## src/rtl/rf_wb_scheduler.sv

```systemverilog
// Round-robin EXU/LSU writeback arbiter and busy scoreboard for the RV32E register array write port.
// Write reaches the array one cycle after accept; the losing producer is held off through its ready.
module rf_wb_scheduler #(
    parameter int DATA_W  = 32,
    parameter int REG_NUM = 16,
    parameter int IDX_W   = 4
) (
    input  logic              clk,
    input  logic              rst,

    input  logic              issue_valid,
    input  logic [4:0]        issue_rs1,
    input  logic [4:0]        issue_rs2,
    input  logic [4:0]        issue_rd,
    output logic              issue_ready,

    input  logic              exu_wb_valid,
    input  logic [4:0]        exu_wb_rd,
    input  logic [DATA_W-1:0] exu_wb_data,
    output logic              exu_wb_ready,

    input  logic              lsu_wb_valid,
    input  logic [4:0]        lsu_wb_rd,
    input  logic [DATA_W-1:0] lsu_wb_data,
    output logic              lsu_wb_ready,

    input  logic              flush,

    output logic              rf_wen,
    output logic [4:0]        rf_waddr,
    output logic [DATA_W-1:0] rf_wdata,
    output logic              wb_err
);

    typedef struct packed {
        logic [4:0]        rd;
        logic [DATA_W-1:0] dat;
    } wb_t;

    localparam logic SRC_EXU = 1'b0;
    localparam logic SRC_LSU = 1'b1;

    logic [REG_NUM-1:0] r_busy;
    logic               r_rr_last;
    logic               r_wen;
    logic [4:0]         r_waddr;
    logic [DATA_W-1:0]  r_wdata;
    logic               r_err;

    logic [IDX_W-1:0]   w_rs1_idx;
    logic [IDX_W-1:0]   w_rs2_idx;
    logic [IDX_W-1:0]   w_rd_idx;
    logic               w_rs1_busy;
    logic               w_rs2_busy;
    logic               w_rd_busy;
    logic               w_issue_fire;

    logic               w_both_vld;
    logic               w_gnt_exu;
    logic               w_gnt_lsu;
    logic               w_acc;
    wb_t                w_acc_wb;
    logic [IDX_W-1:0]   w_acc_idx;
    logic               w_acc_has_rd;

    logic [REG_NUM-1:0] w_busy_nxt;
    logic               w_unused_hi_bits;

    assign w_rs1_idx = issue_rs1[IDX_W-1:0];
    assign w_rs2_idx = issue_rs2[IDX_W-1:0];
    assign w_rd_idx  = issue_rd[IDX_W-1:0];

    // Index 0 is hard-wired non-busy regardless of the stored bit.
    assign w_rs1_busy = (w_rs1_idx != '0) && r_busy[w_rs1_idx];
    assign w_rs2_busy = (w_rs2_idx != '0) && r_busy[w_rs2_idx];
    assign w_rd_busy  = (w_rd_idx  != '0) && r_busy[w_rd_idx];

    assign issue_ready  = !w_rs1_busy && !w_rs2_busy && !w_rd_busy && !flush && !rst;
    assign w_issue_fire = issue_valid && issue_ready;

    assign w_both_vld = exu_wb_valid && lsu_wb_valid;
    assign w_gnt_exu  = !rst && exu_wb_valid && (!lsu_wb_valid || (r_rr_last == SRC_LSU));
    assign w_gnt_lsu  = !rst && lsu_wb_valid && (!exu_wb_valid || (r_rr_last == SRC_EXU));
    assign w_acc      = w_gnt_exu || w_gnt_lsu;

    assign exu_wb_ready = w_gnt_exu;
    assign lsu_wb_ready = w_gnt_lsu;

    always_comb begin
        w_acc_wb = '0;
        if (w_gnt_exu) begin
            w_acc_wb.rd  = exu_wb_rd;
            w_acc_wb.dat = exu_wb_data;
        end else if (w_gnt_lsu) begin
            w_acc_wb.rd  = lsu_wb_rd;
            w_acc_wb.dat = lsu_wb_data;
        end
    end

    assign w_acc_idx    = w_acc_wb.rd[IDX_W-1:0];
    assign w_acc_has_rd = (w_acc_idx != '0);

    // Clear from the array write first, then the issue set so a set wins on a collision.
    always_comb begin
        w_busy_nxt = r_busy;
        if (flush) begin
            w_busy_nxt = '0;
        end else if (r_wen) begin
            w_busy_nxt[r_waddr[IDX_W-1:0]] = 1'b0;
        end
        if (w_issue_fire && (w_rd_idx != '0)) begin
            w_busy_nxt[w_rd_idx] = 1'b1;
        end
        w_busy_nxt[0] = 1'b0;
    end

    always_ff @(posedge clk) begin
        if (rst) begin
            r_busy    <= '0;
            r_rr_last <= SRC_LSU;
        end else begin
            r_busy <= w_busy_nxt;
            if (w_both_vld) begin
                r_rr_last <= w_gnt_exu ? SRC_EXU : SRC_LSU;
            end
        end
    end

    always_ff @(posedge clk) begin
        if (rst) begin
            r_wen   <= 1'b0;
            r_waddr <= '0;
            r_wdata <= '0;
            r_err   <= 1'b0;
        end else begin
            r_wen <= w_acc && w_acc_has_rd;
            if (w_acc) begin
                r_waddr <= w_acc_wb.rd;
                r_wdata <= w_acc_wb.dat;
                if (w_acc_has_rd && !r_busy[w_acc_idx]) begin
                    r_err <= 1'b1;
                end
            end
        end
    end

    // Masking with rst keeps a write accepted just before reset from reaching the array.
    assign rf_wen   = r_wen && !rst;
    assign rf_waddr = r_waddr;
    assign rf_wdata = r_wdata;
    assign wb_err   = r_err;

    assign w_unused_hi_bits = ^{issue_rs1[4:IDX_W], issue_rs2[4:IDX_W], issue_rd[4:IDX_W]};

endmodule

```

## config.mk

```make
export PLATFORM = sky130hd
export DESIGN_NAME = rf_wb_scheduler
export DESIGN_NICKNAME = d
export VERILOG_FILES = /design/src/rtl/rf_wb_scheduler.sv
export SDC_FILE = /design/constraint.sdc
export NUM_CORES = 1
export LEC_CHECK = 0
export CAP_MARGIN = 20
export CORE_MARGIN = 8
export CORE_UTILIZATION = 38
export DETAILED_ROUTE_END_ITERATION = 10
export GPL_TIMING_DRIVEN = 0
export PLACE_DENSITY = 0.78
export SYNTH_ARGS = -nofsm -noshare
export SYNTH_HDL_FRONTEND = slang
export SYNTH_SLANG_ARGS = --single-unit
```

## constraint.sdc

```tcl
create_clock -name clk -period 3.2 [get_ports clk]
set_clock_uncertainty 0.05 [all_clocks]
set_input_delay 0.96 -clock clk [delete_from_list [all_inputs] [get_ports clk]]
set_output_delay 0.96 -clock clk [all_outputs]
set_load 0.03 [all_outputs]
```

After elaboration in Yosys (flattened, before gate mapping) --
Index checks and enable logic that the tools add are counted.
Storage, ports and cells: bits in registers 56, output and inout bits 42, word-level logic and storage cells 71, input bits 95
Cells by class: reductions and logical operators 35, order comparisons 7, bitwise gates (word level) 4, muxes and demuxes 18
Operator list (number):
- 37-bit 2-to-1 mux | 2
- 16-bit 2-to-1 mux | 3
- 4-bit by 5-bit < comparator with 1-bit output, second input constant | 5
- 1-bit logical AND | 19
- 16-bit AND | 1
- 1-bit binary-select mux with 4-bit select | 4
- 16-bit NOT | 1
- 16-bit bitwise OR | 1
- 4-bit nonzero test | 4
- 1-bit demux with 4-bit select | 2
- 4-bit by 1-bit >= comparator with 1-bit output, second input constant | 2
- 1-bit logical NOT | 8
- 1-bit 2-to-1 mux | 7
- 1-bit logical OR | 3
- 2-bit AND reduction | 1
- 1-bit NOT | 1

Depth between registers and ports, before layout --
Gate-level depths: netlist (run 1).
word-level depth 11, mapped depth 7, depth with buffers taken out 6

Least setup slack after synthesis (run 1) --
No wires, ideal clock.
path type in2out, start in issue_rd[0], end out issue_ready, data required time 2.190 ns, stages 4, arrival 2.860 ns, buffers on the path 1, slack -0.670 ns, path through clkbuf_1 mux4_2 mux2_2 a211oi_1
On the way: cells in the longest elaborated chain, start to end 7, elaborated cells on any way between the ends 8, classes of those cells 2 x mux; 6 x reduce/logical
Ends and longest elaborated chain:
- from (decl) | line 14 | input logic [4:0] issue_rd,
- 1-bit binary-select mux with 4-bit select | line 76 | assign w_rd_busy = (w_rd_idx != '0) && r_busy[w_rd_idx];
- 1-bit 2-to-1 mux (implied by the code) | line 76
- 1-bit logical AND (*) | line 76
- 1-bit logical NOT (*) | line 78 | assign issue_ready = !w_rs1_busy && !w_rs2_busy && !w_rd_busy && !flush && !rst;
- 1-bit logical AND (*) (3 in series) | line 78
- to (decl) | line 15 | output logic issue_ready,
Every way passes the cells marked *; elsewhere a longest branch is shown, timed or not. The select of a mux whose other input is x is not followed.

Worst setup path in the final report (run 1) --
start in rst, end out lsu_wb_ready
On the way: cells in the longest elaborated chain, start to end 3
Ends and longest elaborated chain:
- from (decl) | line 9 | input logic rst,
- 1-bit logical NOT | line 83 | assign w_gnt_lsu = !rst && lsu_wb_valid && (!exu_wb_valid || (r_rr_last == SRC_EXU));
- 1-bit logical AND (2 in series) | line 83
- to (decl) | line 25 | output logic lsu_wb_ready,
No other way between the ends.

==> impl_metrics.csv, run 1 <==
group,metric,value,unit
logic_synthesis,synthCells,315,
logic_synthesis,synthTopCellsByArea,"dfxtp_1 (37%), mux2i_1 (14%), a211oi_1 (8.8%)",
floorplan,start_util,38.92,%
routing,num_vias,3078,
global_route,grt_first_pass_wirelength,17.04,mm
global_route,grt_usage,18.77,%
setup_path,crit_start,"rst",
cells_and_area,nets,553,
floorplan,dieHeight,104.5,um
placed_design,gp_congestion,0.9041,
floorplan,placementRows,32,
status,status,"complete, but fails checks",
setup_path,worstPathRequired,2.19,ns
setup_path,r2r_slack,0.87,ns
placed_design,dp_cells,546,
timing,rsz0062_at_grt,"true",
routing,drt-initial-drc-count,148,
flow_run,max_cap_violations,0,
clock_tree,cts_tree,"done",
logic_synthesis,yosysMostFrequentCell,"dfxtp_1",
logic_synthesis,ys_warn_count,0,
logic_synthesis,synthArstFlopShare,0,%
placed_design,dp_hpwl,8.046,mm
floorplan,io_pins,137,
routing,via_per_inst,5.496,
power,seq_power_share,44.3,%
power,p_int,1.210,mW
clock_tree,clock_latency,0.30,ns
routing,wl,10.41,mm
routing,remaining_drc_errors,0,
clock_tree,root_buffer,"clkbuf_8",
power,fin_total_pwr,1.713,mW
cells_and_area,syn2layout_area_growth,55.86,%
setup_path,cp_max_fo,10,
floorplan,die-area,10920,um^2
logic_synthesis,ys_top_cells_by_count,"dfxtp_1 (55), nor2_1 (49), mux2i_1 (42)",
floorplan,core_area,7647,um^2
logic_synthesis,netlist_area,2977,um^2
global_route,grt_antenna_before_repair,0,
logic_synthesis,synth_top_area_share,36.99,%
timing,whs,0.4532,ns
setup_path,critPathMostFrequentCell,"clkbuf_8",
power,p_leak,1.648,nW
power,p_comb_share,29.8,%
cells_and_area,drive_gt1_share,12.23,%
clock_tree,cts.clk_slew.worst_paths,0.09,ns
timing,max_freq,298.8,MHz
logic_synthesis,ys.flop_type,"dfxtp_1",
routing,dr.pass1.iters,4,
status,violations,"setup timing",
timing,layout_setup_ws,-0.1467,ns
power,vdd_drop_max,0.2460,mV
global_route,grt_overflow,0,
power,netSwitchingPower,0.5033,mW
power,powerDensity,369.3,nW/um^2
timing,drv_slew,0,
clock_tree,h-tree-depth,2,
logic_synthesis,yosysTopAreaCell,"dfxtp_1",
global_route,grt_start_max_net_pins,16,
setup_path,cpPeakStageDelay,0.48,ns
setup_path,slowest_stage,"clkdlybuf4s50_1",
timing,worst_pin_slew,0.6074,ns
placed_design,portBuffers,129,
power,pwr-share-clk,26.0,%
timing,hold_violations,0,
clock_tree,cts_sinks,55,
logic_synthesis,synth-seq-cells,55,
hold_path,hold_path.class,"flop to flop",
cells_and_area,fin_util,60.67,%
setup_path,critical_path_class,"input pin to output port",
timing,fin_crit,3.347,ns
power,swShare,29.37,%
logic_synthesis,ys_seq_area_share,36.99,%
routing,ant_nets,0,
setup_path,crit_path_end,"lsu_wb_ready",
global_route,grt_pass1_vias,3349,
setup_path,rr_worst_depth,7,
logic_synthesis,synth_enable_flop_cells,0,
routing,routedWlPerCell,18.58,um
setup_path,timing.rr.end,"r_busy[12]$_SDFF_PP0_",
logic_synthesis,syn_area_per_cell,9.450,um^2
floorplan,die_w,104.5,um
logic_synthesis,synth_nets,410,
cells_and_area,antenna_cells,0,
setup_path,critPathCaptureType,"output port",
timing,post-route-period-util,104.6,%
setup_path,worst_r2r_startpoint,"r_busy[15]$_SDFF_PP0_",
setup_path,worstPathArrival,2.34,ns
clock_tree,clockBufferDepth,2,
cells_and_area,stdcell_count,560,
logic_synthesis,synth_cell_types,45,
clock_tree,numCtsBuffers,5,
timing,relSlewSlack,59.51,%
setup_path,worstPathCellList,"clkdlybuf4s50_1 -> clkbuf_8 -> clkbuf_8 -> clkbuf_8 -> nor2b_1 -> buf_4",
timing,setup_violations,2,
setup_path,crit_path_start_kind,"input pin",
## power by group through the flow
stage | Sequential (mW) | Clock (mW) | Combinational (mW)
after floorplan | 0.845 | 0 | 0.172
after global placement | 0.773 | 0 | 0.487
after detailed placement | 0.774 | 0 | 0.493
after CTS | 0.759 | 0.450 | 0.505
after global routing | 0.764 | 0.473 | 0.547
final | 0.759 | 0.445 | 0.510
## worst min path at each step
stage | start | to | slack, ns | depth (start not counted)
finish | rf_wdata[14]$_SDFFE_PP0P_ | rf_wdata[14]$_SDFFE_PP0P_ | 0.45 | 2
detailed placement | rf_wdata[27]$_SDFFE_PP0P_ | rf_wdata[27]$_SDFFE_PP0P_ | 0.44 | 2
global route | rf_wdata[27]$_SDFFE_PP0P_ | rf_wdata[27]$_SDFFE_PP0P_ | 0.47 | 2
global placement | rf_wdata[14]$_SDFFE_PP0P_ | rf_wdata[14]$_SDFFE_PP0P_ | 0.44 | 2
CTS | rf_wdata[27]$_SDFFE_PP0P_ | rf_wdata[27]$_SDFFE_PP0P_ | 0.45 | 2
floorplan | r_busy[7]$_SDFF_PP0_ | r_busy[7]$_SDFF_PP0_ | 0.44 | 2
## cell families (layout without fill, tap and decap cells)
| group | after synthesis | count (layout) | synth area share (%) |
|---|---|---|---|
| AND/OR/NAND/NOR | 92 | 92 | 15.01 |
| buffers and inverters | 22 | 165 | 2.984 |
| AO/OA/AOI/OAI | 92 | 92 | 22.45 |
| multiplexers | 54 | 54 | 22.57 |
| flip-flops | 55 | 55 | 36.99 |
## final cells by class
cell class / count / area, um^2
Inverter: 1 / 3.754
Clock inverter: 1 / 30.03
Timing Repair Buffer: 136 / 1338
Sequential cell: 55 / 1101
Buffer: 21 / 143.9
Tap cell: 102 / 127.6
Multi-Input combinational cell: 238 / 1823
Fill cell: 623 / 3008
Clock buffer: 6 / 72.57
## critical path: cells and delay by family
kind	cells	cell delay (ns)
simple gates	1	0.17
buf+inv	5	1.19
## placed cells by master (no fill, tap or decap), types with 2 or more instances in the layout
cell type          n
buf_2              5
nand2_1           17
nor2b_1            2
nand3_1            3
dfxtp_1           55
mux4_2             9
mux2i_1           42
or2_2              2
a2111oi_0          4
or3_1              3
mux2_4             2
a32oi_1            2
o21a_1             2
clkdlybuf4s50_1  119
a211oi_1          34
a21oi_1            7
o311ai_0           5
clkdlybuf4s15_1    2
nand3b_1           3
o21ai_1            9
o21ai_0            7
nand2b_1           4
buf_4             11
nor2_1            47
clkbuf_8           9
o211ai_1          10
buf_1              2
clkbuf_1          10
## through the flow
step | setup slack [ns] | TNS (ns) | instance area, um^2
finish | -0.1467 | -0.2754 | 4639
global route | -0.2094 | -0.3534 | 4639
CTS | -0.1464 | -0.2045 | 4589
detailed placement | -1.319 | -8.320 | 4415
global placement | -1.307 | -7.872 | 4415
floorplan | -0.07568 | -0.07568 | 2997
## timing repair
action                                 4_1_cts  5_1_grt
pin swaps                                    3        1
endpoints found under the hold margin        0        0
hold buffers                                 0        0
cloned                                       0        0
gates resized for setup                     59       10
buffers inserted                             5        2
setup endpoints to repair                    4        5
## sequential cells by signal, indices dropped and copies added, names as in the netlist
signal and flops:
r_busy 15, r_rr_last 1, rf_waddr 5, rf_wdata 32
wb_err 1, r_wen 1
## per-layer routing
layer	vias up	share of wire (%)	track usage, %	routed length [um]
li1	1484	-	-	-
met4	0	1.3	5.791	133
met5	-	0	0	0
met1	1435	39	20.74	4087
met2	149	47	30.42	4899
met3	10	12	9.975	1286
(Power assumes the default switching activity.)
==> inputs of run 2 (changes only) <==
TNS_END_PERCENT = 10   (was unset)
==> run 2 against run 1 <==
Compared with the run above:
- the run still ends with setup timing left
- via count is 1.1% higher
- global-route usage is essentially flat
- cell count down 0.36%
- core utilization down 0.44 points
- cell area down 0.73%
- flip-flop and latch count did not move
- sequential share of layout area rose by 0.17 points
- critical path type unchanged
- critical endpoint is now issue_ready
- largest cell class unchanged
- highest routed layer unchanged
==> impl_metrics.csv, run 2 (synthesized netlist as in run 1, its figures left out) <==
group,metric,value,unit
setup_path,crit_path_start_kind,"input pin",
setup_path,cp_max_fo,7,
timing,max_freq,297.7,MHz
setup_path,worstPathArrival,2.35,ns
placed_design,gp_congestion,0.9041,
clock_tree,clockBufferDepth,2,
clock_tree,h-tree-depth,2,
setup_path,rr_worst_depth,7,
clock_tree,numCtsBuffers,5,
timing,drv_slew,0,
global_route,grt_usage,18.79,%
hold_path,hold_path.class,"flop to flop",
timing,post-route-period-util,105.0,%
clock_tree,cts_tree,"done",
status,violations,"setup timing",
setup_path,r2r_slack,0.78,ns
cells_and_area,final_cell_mix,"clkdlybuf4s50_1 (119), dfxtp_1 (55), nor2_1 (47), mux2i_1 (42), a211oi_1 (34)",
placed_design,dp_cells,546,
power,powerDensity,371.9,nW/um^2
timing,hold_violations,0,
setup_path,critical_path_class,"input pin to output port",
cells_and_area,syn2layout_area_growth,54.73,%
setup_path,crit_path_end,"issue_ready",
floorplan,dieHeight,104.5,um
floorplan,core_area,7647,um^2
setup_path,worst_r2r_startpoint,"r_rr_last$_SDFFE_PP1P_",
cells_and_area,antenna_cells,0,
cells_and_area,largest_register_ff_count,32,
timing,rsz0062_at_grt,"true",
clock_tree,root_buffer,"clkbuf_8",
cells_and_area,final_common_cell,"clkdlybuf4s50_1",
routing,num_vias,3112,
global_route,grt_overflow,0,
clock_tree,cts_hold_buf,0,
floorplan,die-area,10920,um^2
placed_design,portBuffers,129,
timing,setup_violations,2,
setup_path,worstPathRequired,2.19,ns
timing,worst_pin_slew,0.6100,ns
setup_path,critPathCaptureType,"output port",
setup_path,crit_start,"rst",
status,status,"complete, but fails checks",
routing,ant_nets,0,
clock_tree,clock_latency,0.30,ns
cells_and_area,fin_util,60.23,%
power,p_leak,1.637,nW
floorplan,start_util,38.92,%
power,vdd_drop_max,0.2449,mV
timing,fin_crit,3.359,ns
cells_and_area,drive_gt1_share,11.62,%
floorplan,io_pins,137,
routing,drt-initial-drc-count,137,
flow_run,max_cap_violations,0,
setup_path,timing.rr.end,"wb_err$_SDFFE_PP0P_",
global_route,grt_first_pass_wirelength,17.06,mm
power,fin_total_pwr,1.713,mW
floorplan,die_w,104.5,um
routing,remaining_drc_errors,0,
floorplan,placementRows,32,
routing,dr.pass1.iters,4,
global_route,grt_pass1_vias,3353,
clock_tree,cts.clk_slew.worst_paths,0.09,ns
cells_and_area,stdcell_area,4606,um^2
global_route,grt_antenna_before_repair,0,
timing,layout_setup_ws,-0.1595,ns
routing,via_per_inst,5.577,
placed_design,dp_hpwl,8.046,mm
cells_and_area,nets,551,
placed_design,placed_area,4415,um^2
global_route,grt_start_max_net_pins,16,
routing,wl,10.32,mm
routing,routedWlPerCell,18.50,um
timing,relSlewSlack,59.34,%
cells_and_area,stdcell_count,558,
clock_tree,cts_sinks,55,
-- run 2: how the worst min path moves through the flow --
stage	slack, ns	endpoint	from	cells after the start
after detailed placement	0.44	rf_wdata[27]$_SDFFE_PP0P_	rf_wdata[27]$_SDFFE_PP0P_	2
after CTS	0.45	rf_wdata[27]$_SDFFE_PP0P_	rf_wdata[27]$_SDFFE_PP0P_	2
final	0.45	rf_wdata[14]$_SDFFE_PP0P_	rf_wdata[14]$_SDFFE_PP0P_	2
after global routing	0.47	rf_wdata[27]$_SDFFE_PP0P_	rf_wdata[27]$_SDFFE_PP0P_	2
after global placement	0.44	rf_wdata[14]$_SDFFE_PP0P_	rf_wdata[14]$_SDFFE_PP0P_	2
after floorplan	0.44	r_busy[7]$_SDFF_PP0_	r_busy[7]$_SDFF_PP0_	2
-- run 2: worst max-delay path: stages --
cell	delay, ns
clkdlybuf4s50_1	0.48
nor2_2	0.39
nand4b_4	0.17
a211oi_4	0.18
buf_6	0.16
-- run 2: power by group --
part           internal [mW]  switching (mW)  total (mW)
clock network          0.230           0.220       0.450
registers              0.727          0.0325       0.759
logic                  0.250           0.253       0.504
total                   1.21           0.506        1.71
-- run 2: metal layers --
metal / wire [um] / vias up / global-route usage [%]
met5: 0 / - / 0
met4: 201 / 0 / 5.584
met3: 1419 / 18 / 9.975
met2: 4733 / 182 / 30.74
met1: 3969 / 1433 / 20.63
li1: - / 1479 / -
-- run 2: per-stage QoR --
stage	hold WS [ns]	worst slack [ns]	setup TNS, ns
after global routing	0.4665	-0.2094	-0.3589
after CTS	0.4538	-0.1464	-0.2364
final	0.4521	-0.1595	-0.2573
after global placement	0.4366	-1.307	-7.872
after detailed placement	0.4406	-1.319	-8.320
after floorplan	0.4358	-0.07568	-0.07568
-- run 2: area by class of cell --
type | count | area (um^2)
inverter | 1 | 3.754
buffer | 21 | 143.9
multi-input combinational | 238 | 1804
clock buffer | 6 | 72.57
tap | 102 | 127.6
timing repair buffer | 134 | 1323
fill | 624 | 3042
clock inverter | 1 | 30.03
sequential | 55 | 1101
-- run 2: timing repair --
action,CTS,global route
endpoints found under the hold margin,0,0
pin swaps,3,1
setup endpoints to repair,4,5
buffers inserted,4,1
gates resized for setup,59,8
==> inputs of run 3 (changes only) <==
MAX_ROUTING_LAYER = met4   (was unset)
==> run 3 against run 2 <==
Compared with the run above:
- the run still ends with setup timing left
- cell area stayed put
- global-route usage increased by 0.59 points
- combinational power hardly changed
- die area did not move
- sequential share of layout area did not move
- critical path depth did not move
==> impl_metrics.csv, run 3 (synthesized netlist as in run 1, its figures left out) <==
group,metric,value,unit
timing,hold_violations,0,
hold_path,hold_path.class,"flop to flop",
cells_and_area,stdcell_count,558,
cells_and_area,final_common_cell,"clkdlybuf4s50_1",
routing,via_per_inst,5.552,
cells_and_area,drive_gt1_share,11.62,%
floorplan,dieHeight,104.5,um
power,p_comb_share,29.4,%
setup_path,crit_path_start_kind,"input pin",
clock_tree,root_buffer,"clkbuf_8",
floorplan,start_util,38.92,%
global_route,grt_pass1_vias,3365,
status,status,"complete, but fails checks",
power,p_int,1.207,mW
placed_design,portBuffers,129,
status,violations,"setup timing",
cells_and_area,final_cell_mix,"clkdlybuf4s50_1 (119), dfxtp_1 (55), nor2_1 (47), mux2i_1 (42), a211oi_1 (34)",
power,swShare,29.46,%
setup_path,rr_worst_depth,7,
hold_path,holdPathStages,2,
routing,drt-initial-drc-count,121,
cells_and_area,syn2layout_area_growth,54.73,%
hold_path,holdCritStartpoint,"rf_wdata[14]$_SDFFE_PP0P_",
power,p_leak,1.637,nW
global_route,grt_antenna_before_repair,0,
cells_and_area,multi_input_area,1804,um^2
clock_tree,cts_sinks,55,
power,netSwitchingPower,0.5040,mW
global_route,grt_usage,19.38,%
power,seq_power_share,44.4,%
power,powerDensity,371.5,nW/um^2
cells_and_area,antenna_cells,0,
power,pwr-share-clk,26.2,%
timing,fin_crit,3.353,ns
timing,worst_pin_slew,0.6117,ns
power,vdd_drop_max,0.2431,mV
setup_path,r2r_slack,0.77,ns
setup_path,critical_path_class,"input pin to output port",
cells_and_area,fin_util,60.23,%
setup_path,critPathCaptureType,"output port",
flow_run,max_cap_violations,0,
cells_and_area,regArea,1101,um^2
timing,post-route-period-util,104.8,%
routing,remaining_drc_errors,0,
timing,max_freq,298.3,MHz
timing,relSlewSlack,59.22,%
setup_path,worstPathRequired,2.19,ns
clock_tree,clockBufferDepth,2,
placed_design,gp_congestion,0.9196,
placed_design,dp_cells,546,
floorplan,io_pins,137,
placed_design,dp_hpwl,8.046,mm
setup_path,cp_max_fo,7,
clock_tree,cts_hold_buf,0,
timing,setup_violations,2,
routing,wl,10.31,mm
setup_path,worst_r2r_startpoint,"r_rr_last$_SDFFE_PP1P_",
global_route,grt_start_max_net_pins,16,
floorplan,core_area,7647,um^2
clock_tree,h-tree-depth,2,
clock_tree,numCtsBuffers,5,
setup_path,worstPathArrival,2.34,ns
clock_tree,cts_tree,"done",
setup_path,timing.rr.end,"wb_err$_SDFFE_PP0P_",
global_route,grt_first_pass_wirelength,17.01,mm
timing,rsz0062_at_grt,"true",
floorplan,die-area,10920,um^2
global_route,grt_overflow,0,
routing,routedWlPerCell,18.48,um
routing,dr.pass1.iters,4,
timing,whs,0.4526,ns
floorplan,placementRows,32,
timing,drv_slew,0,
cells_and_area,nets,551,
clock_tree,clock_latency,0.30,ns
routing,ant_nets,0,
cells_and_area,fillCellCount,624,
clock_tree,cts.clk_slew.worst_paths,0.09,ns
cells_and_area,largest_register_ff_count,32,
hold_path,hold-path-endpoint,"rf_wdata[14]$_SDFFE_PP0P_",
floorplan,die_w,104.5,um
routing,num_vias,3098,
timing,layout_setup_ws,-0.1528,ns
power,fin_total_pwr,1.711,mW
==> run 3: cell counts in the layout (fill, tap and decap cells not counted) <==
No cell type changed its count.
==> run 3: final cells by class <==
type                            count  share of cell area [%]
Multi-Input combinational cell    238                   39.17
Timing Repair Buffer              134                   28.72
Sequential cell                    55                   23.91
Buffer                             21                   3.124
Tap cell                          102                   2.771
Clock buffer                        6                   1.576
Clock inverter                      1                  0.6520
Inverter                            1                 0.08150
==> run 3: worst max path at each step <==
stage,startpoint,end,slack [ns],cells after the start
CTS,issue_rs1[1],issue_ready,-0.15,7
floorplan,issue_rs1[1],issue_ready,-0.08,5
detailed placement,issue_rs1[1],issue_ready,-1.32,7
finish,rst,issue_ready,-0.15,5
global placement,rst,exu_wb_ready,-1.31,5
global route,issue_rs1[1],issue_ready,-0.21,7
==> run 3: routing by layer <==
layer	global-route usage (%)	share of wire (%)	up-vias
met5	-	0	-
met4	5.584	1.9	0
met3	7.807	10	19
met2	30.78	46	151
met1	21.96	42	1448
li1	-	-	1480
==> run 3: per-stage QoR <==
stage / TNS [ns] / cell area [um^2] / setup slack, ns
final: -0.2494 / 4606 / -0.1528
after global placement: -7.872 / 4415 / -1.307
after detailed placement: -8.320 / 4415 / -1.319
after floorplan: -0.07568 / 2997 / -0.07568
after CTS: -0.2364 / 4582 / -0.1464
after global routing: -0.3589 / 4606 / -0.2094
==> run 3: power groups by stage <==
| stage | clock [mW] | combinational, mW | sequential, mW |
|---|---|---|---|
| after floorplan | 0 | 0.172 | 0.845 |
| after global placement | 0 | 0.487 | 0.773 |
| after detailed placement | 0 | 0.493 | 0.774 |
| after CTS | 0.450 | 0.504 | 0.759 |
| after global routing | 0.476 | 0.540 | 0.764 |
| final | 0.448 | 0.504 | 0.759 |
==> run 3: critical path: stages <==
cell and delay, ns:
clkdlybuf4s50_1 0.48, nor2_2 0.39, nand4b_4 0.17, a211oi_4 0.18
buf_6 0.16
==> run 3: repair_timing <==
item,4_1_cts,5_1_grt
gates resized for setup,59,8
buffers inserted,4,1
setup endpoints to repair,4,5
pin swaps,3,1
